### src/rtl/dphy_lane_seq.sv
// dphy_lane_seq: MIPI D-PHY data lane sequencer (LP request/prepare, HS-zero, sync, payload, trail, exit).
// Optional byte_count output is compiled in when DPHY_LANE_SEQ_BYTECNT_EN is defined.
module dphy_lane_seq #(
  parameter int T_LPX        = 4,
  parameter int T_HS_PREPARE = 4,
  parameter int T_HS_ZERO    = 12,
  parameter int T_HS_TRAIL   = 8,
  parameter int T_HS_EXIT    = 8
) (
  input  logic        dphy_clk,
  input  logic        areset,
  input  logic        tx_req,
  input  logic [7:0]  tx_data,
  input  logic        tx_valid,
  input  logic        tx_last,
  output logic        tx_ready,
  output logic [1:0]  hs_dout,
  output logic        hs_oe,
  output logic        lp_p,
  output logic        lp_n,
  output logic        busy
`ifdef DPHY_LANE_SEQ_BYTECNT_EN
  ,
  output logic [15:0] byte_count
`endif
);
  typedef enum logic [2:0] {STOP, HS_RQST, HS_PREP, HS_ZERO, SYNC, DATA, TRAIL, EXIT} state_t;
  localparam logic [7:0] SYNC_BYTE = 8'hB8;
  state_t st, st_n;
  logic [7:0] tmr, tmr_n, sh, sh_n;
  logic last, last_n, done, acc;
  logic [1:0] k, dout_n, lp_nxt;
  logic oe_n, rdy_n, busy_n;
  assign done = tmr == 8'd0;
  assign acc  = tx_ready & tx_valid;
  // sh holds the byte on the wire; it keeps the last one through TRAIL so bit 7 sets the trail level
  always_comb begin
    st_n   = st;
    tmr_n  = done ? 8'd0 : tmr - 8'd1;
    sh_n   = sh;
    last_n = last;
    case (st)
      STOP:    if (tx_req) begin st_n = HS_RQST; tmr_n = 8'(T_LPX - 1); end
      HS_RQST: if (done) begin st_n = HS_PREP; tmr_n = 8'(T_HS_PREPARE - 1); end
      HS_PREP: if (done) begin st_n = HS_ZERO; tmr_n = 8'(T_HS_ZERO - 1); end
      HS_ZERO: if (done) begin st_n = SYNC; tmr_n = 8'd3; sh_n = SYNC_BYTE; last_n = 1'b0; end
      SYNC, DATA:
        if (done && acc) begin
          st_n = DATA; tmr_n = 8'd3; sh_n = tx_data; last_n = tx_last;
        end else if (done) begin
          st_n = TRAIL; tmr_n = 8'(T_HS_TRAIL - 1);
        end
      TRAIL:   if (done) begin st_n = EXIT; tmr_n = 8'(T_HS_EXIT - 1); end
      EXIT:    if (done) begin st_n = STOP; tmr_n = 8'd0; end
      default: st_n = STOP;
    endcase
    k      = ~tmr_n[1:0];
    busy_n = st_n != STOP;
    lp_nxt = (st_n == STOP || st_n == EXIT) ? 2'b11 : st_n == HS_RQST ? 2'b01 : 2'b00;
    oe_n   = st_n == HS_ZERO || st_n == SYNC || st_n == DATA || st_n == TRAIL;
    dout_n = (st_n == SYNC || st_n == DATA) ? sh_n[{k, 1'b0} +: 2] :
             st_n == TRAIL ? {2{~sh_n[7]}} : 2'b00;
    rdy_n  = (st_n == SYNC || (st_n == DATA && !last_n)) && tmr_n == 8'd0;
  end
  always_ff @(posedge dphy_clk or posedge areset) begin
    if (areset) begin
      st       <= STOP;
      tmr      <= 8'd0;
      sh       <= 8'd0;
      last     <= 1'b0;
      tx_ready <= 1'b0;
      hs_dout  <= 2'b00;
      hs_oe    <= 1'b0;
      lp_p     <= 1'b1;
      lp_n     <= 1'b1;
      busy     <= 1'b0;
    end else begin
      st       <= st_n;
      tmr      <= tmr_n;
      sh       <= sh_n;
      last     <= last_n;
      tx_ready <= rdy_n;
      hs_dout  <= dout_n;
      hs_oe    <= oe_n;
      {lp_p, lp_n} <= lp_nxt;
      busy     <= busy_n;
    end
  end
`ifdef DPHY_LANE_SEQ_BYTECNT_EN
  always_ff @(posedge dphy_clk or posedge areset) begin
    if (areset) byte_count <= 16'd0;
    else if (st == STOP && tx_req) byte_count <= 16'd0;
    else if (acc && byte_count != 16'hFFFF) byte_count <= byte_count + 16'd1;
  end
`endif
endmodule

### config.mk
export PLATFORM = sky130hd
export DESIGN_NAME = dphy_lane_seq
export DESIGN_NICKNAME = d
export VERILOG_FILES = /design/src/rtl/dphy_lane_seq.sv
export SDC_FILE = /design/constraint.sdc
export NUM_CORES = 1
export LEC_CHECK = 0
export BUFFER_PORTS_ARGS = -buffer_cell sky130_fd_sc_hd__buf_2
export CELL_PAD_IN_SITES_DETAIL_PLACEMENT = 0
export CELL_PAD_IN_SITES_GLOBAL_PLACEMENT = 1
export CORE_UTILIZATION = 44
export CTS_CLUSTER_DIAMETER = 120
export DETAILED_ROUTE_END_ITERATION = 10
export GPL_TIMING_DRIVEN = 0
export PLACE_DENSITY = 0.81
export SYNTH_ARGS = -nofsm -noshare
export SYNTH_HDL_FRONTEND = slang
export SYNTH_SLANG_ARGS = --single-unit
### constraint.sdc
create_clock -name dphy_clk -period 2.9 [get_ports dphy_clk]
set_input_delay 0.145 -clock dphy_clk [delete_from_list [all_inputs] [get_ports dphy_clk]]
set_output_delay 0.145 -clock dphy_clk [all_outputs]
set_load 0.02 [all_outputs]
==> run summary <==
outcome = complete, no violations
total number of vias = 1207
CP Max Fanout = 10
CTS root buffer = clkbuf_4
Clk Latency, worst-skew pair = 0.32 ns
RSZ-0062 raised after global routing = no
FF-to-FF setup slack = 0.29 ns
Hold Path Class = in -> async
vias in the first global route = 1203
max cap viols = 0
total CTS buffers = 3
layout overhead on the synthesized area = 12.3%
fraction of layout cells with a size suffix above 1 = 24.2%
most common cell after layout, fill and taps aside = dfrtp_1
drt pass-1 iters = 4
IO buf count = 19
initial antenna violation count = 0
core region area = 3130 sq um
Power Dens Cells = 989 nW/um^2
crit path launch type = flop
most frequent cells in the layout = dfrtp_1, buf_2, nand2_1, nor2_1, inv_1
Crit. End Element = flop
Tcrit/Tclk final = 90.0%
H-tree depth = 1
Worst-path clk slew = 0.14 ns
die area = 3590 sq um
CP Class = reg -> reg
relative slew slack = 32.1%
CTS tree = built
netlist area before placement = 1480 sq um
DRC = 0
Slew @ Worst Pin = 1.02 ns
routed len/inst = 16.2 um
DRT antenna net count = 0
Overall Global Routing Usage = 21.2%
GRT Residual Overflow = 0
Finished Cell Area = 1660 sq um
Die Span X = 59.9 um
CTS Buffer Depth = 2
maximum vdd drop = 0.478 mV
CP required = 3.13 ns
asr flop ratio synth = 100%
post-DP HPWL = 2.52 mm
Routability Congestion = 0.835
Synth cell types = 53
Pleak = 0.778 nW
register bit total from synthesis = 27
first-pass GRT wire length = 5.61 mm
maximum clock rate = 383 MHz
Final #Nets = 181
dpl cell area = 1630 sq um
syn nets = 157
clock skew = 0.00749 ns
Starting Density = 47.2%
row count = 20
setup bufs post-CTS = 0
Syn. warnings = 0
Hold Slack = 0.0324 ns
critical path arrival = 2.84 ns
Ports = 20
largest net degree at the start of global routing = 28
# clock sinks = 27
Post-synth EDFFs = 0
Final Hold Fails = 0
minimum clock period = 2.61 ns
max-slew violation count = 0
1st-iter DRT viols = 86
Ant. Diodes = 0
Seq/Total Area, Yosys = 45.9%
final setup vio count = 0
Synth Instances = 142
Avg Inst Size Synth = 10.4 sq um
Routed WL = 3.38 mm
Die Span Y = 59.9 um
Post-Route Setup TNS = 0 ns
ys flop type = dfrtp_1
vias per inst = 5.78
per-layer routing:
layer  track usage, %  share of wire, %  vias up
met4             6.64               1.6        0
met2             33.2                46       42
met3             2.16               4.4        7
met1             30.7                48      571
li1                 -                 -      587
met5                0                 0        -
logic make-up after synthesis:
group	after synthesis	synth area share, %
flip-flops	27	45.9
multiplexers	2	1.69
adder cells (fa/ha/maj)	2	1.69
AND/OR/NAND/NOR	52	22.1
buffers and inverters	12	3.56
AO/OA/AOI/OAI	44	23.2
XOR/XNOR	3	1.78
cell usage after synthesis, types with 3 or more instances:
master,count,share of area [%]
xnor2_1,3,1.8
nand2_1,11,2.8
nand3_1,5,1.7
a211oi_1,4,2.0
o21ai_0,3,1.0
nor3_1,4,1.4
o211ai_1,3,1.5
inv_1,7,1.8
and3_1,3,1.3
a22o_1,5,3.0
buf_2,3,1.0
dfrtp_1,25,42
nor3b_1,3,1.5
a21oi_1,5,1.7
o22a_1,3,1.8
nor2_1,8,2.0
through the flow:
stage               utilization (%)  setup WS, ns  instances  total power, W
floorplan                         -         0.619        142         0.00125
global placement               52.0         0.239        205         0.00144
detailed placement             52.0         0.212        205         0.00147
CTS                            52.8         0.178        209         0.00163
global route                   53.0         0.131        209         0.00176
finish                         53.0         0.290        209         0.00164
what timing repair did:
action	4_1_cts	5_1_grt
setup endpoints to repair	0	1
hold buffers	0	0
gates resized for setup	0	1
flip-flops by register name, summed over array words and instances (netlist names):
| name | cells |
|---|---|
| busy | 1 |
| st | 3 |
| hs_oe | 1 |
| sh | 8 |
| tmr | 8 |
| last | 1 |
| lp_p | 1 |
| hs_dout | 2 |
| tx_ready | 1 |
| lp_n | 1 |
power breakdown:
group / switching, W / total, W / leakage, nW / internal [W]
combinational: 0.000514 / 0.000859 / 0.419 / 0.000345
sequential: 0.000118 / 0.000620 / 0.343 / 0.000503
clock: 0.000108 / 0.000162 / 0.0150 / 0.0000539
total: 0.000739 / 0.00164 / 0.778 / 0.000901
cell type report:
type                            count  area [sq um]
Buffer                              5          26.3
Clock buffer                        4          26.3
Fill cell                         301          1470
Inverter                            7          26.3
Multi-Input combinational cell    103           751
Sequential cell                    27           678
Tap cell                           44          55.1
Timing Repair Buffer               19          95.1
worst paths after layout:
kind | start | end | cells past startpoint
setup / recovery | tmr[0]$_DFF_PP0_ | hs_dout[0]$_DFF_PP0_ | 8
hold / removal | areset | sh[6]$_DFF_PP0_ | 2
setup reg to reg | tmr[0]$_DFF_PP0_ | hs_dout[0]$_DFF_PP0_ | 8
hold reg to reg | sh[0]$_DFF_PP0_ | sh[0]$_DFF_PP0_ | 2
max in group asynchronous | areset | tmr[5]$_DFF_PP0_ | 2
min in group dphy_clk | tx_data[2] | sh[2]$_DFF_PP0_ | 2
critical path, cell delays in order (launching register included):
cell	delay (ns)
dfrtp_1	0.48
inv_1	0.17
ha_1	0.23
nor3b_2	0.28
buf_2	0.27
a21oi_1	0.21
a31o_2	0.31
nor2b_1	0.14
a2111o_1	0.42
No activity file was read; power rests on OpenSTA's default activity.
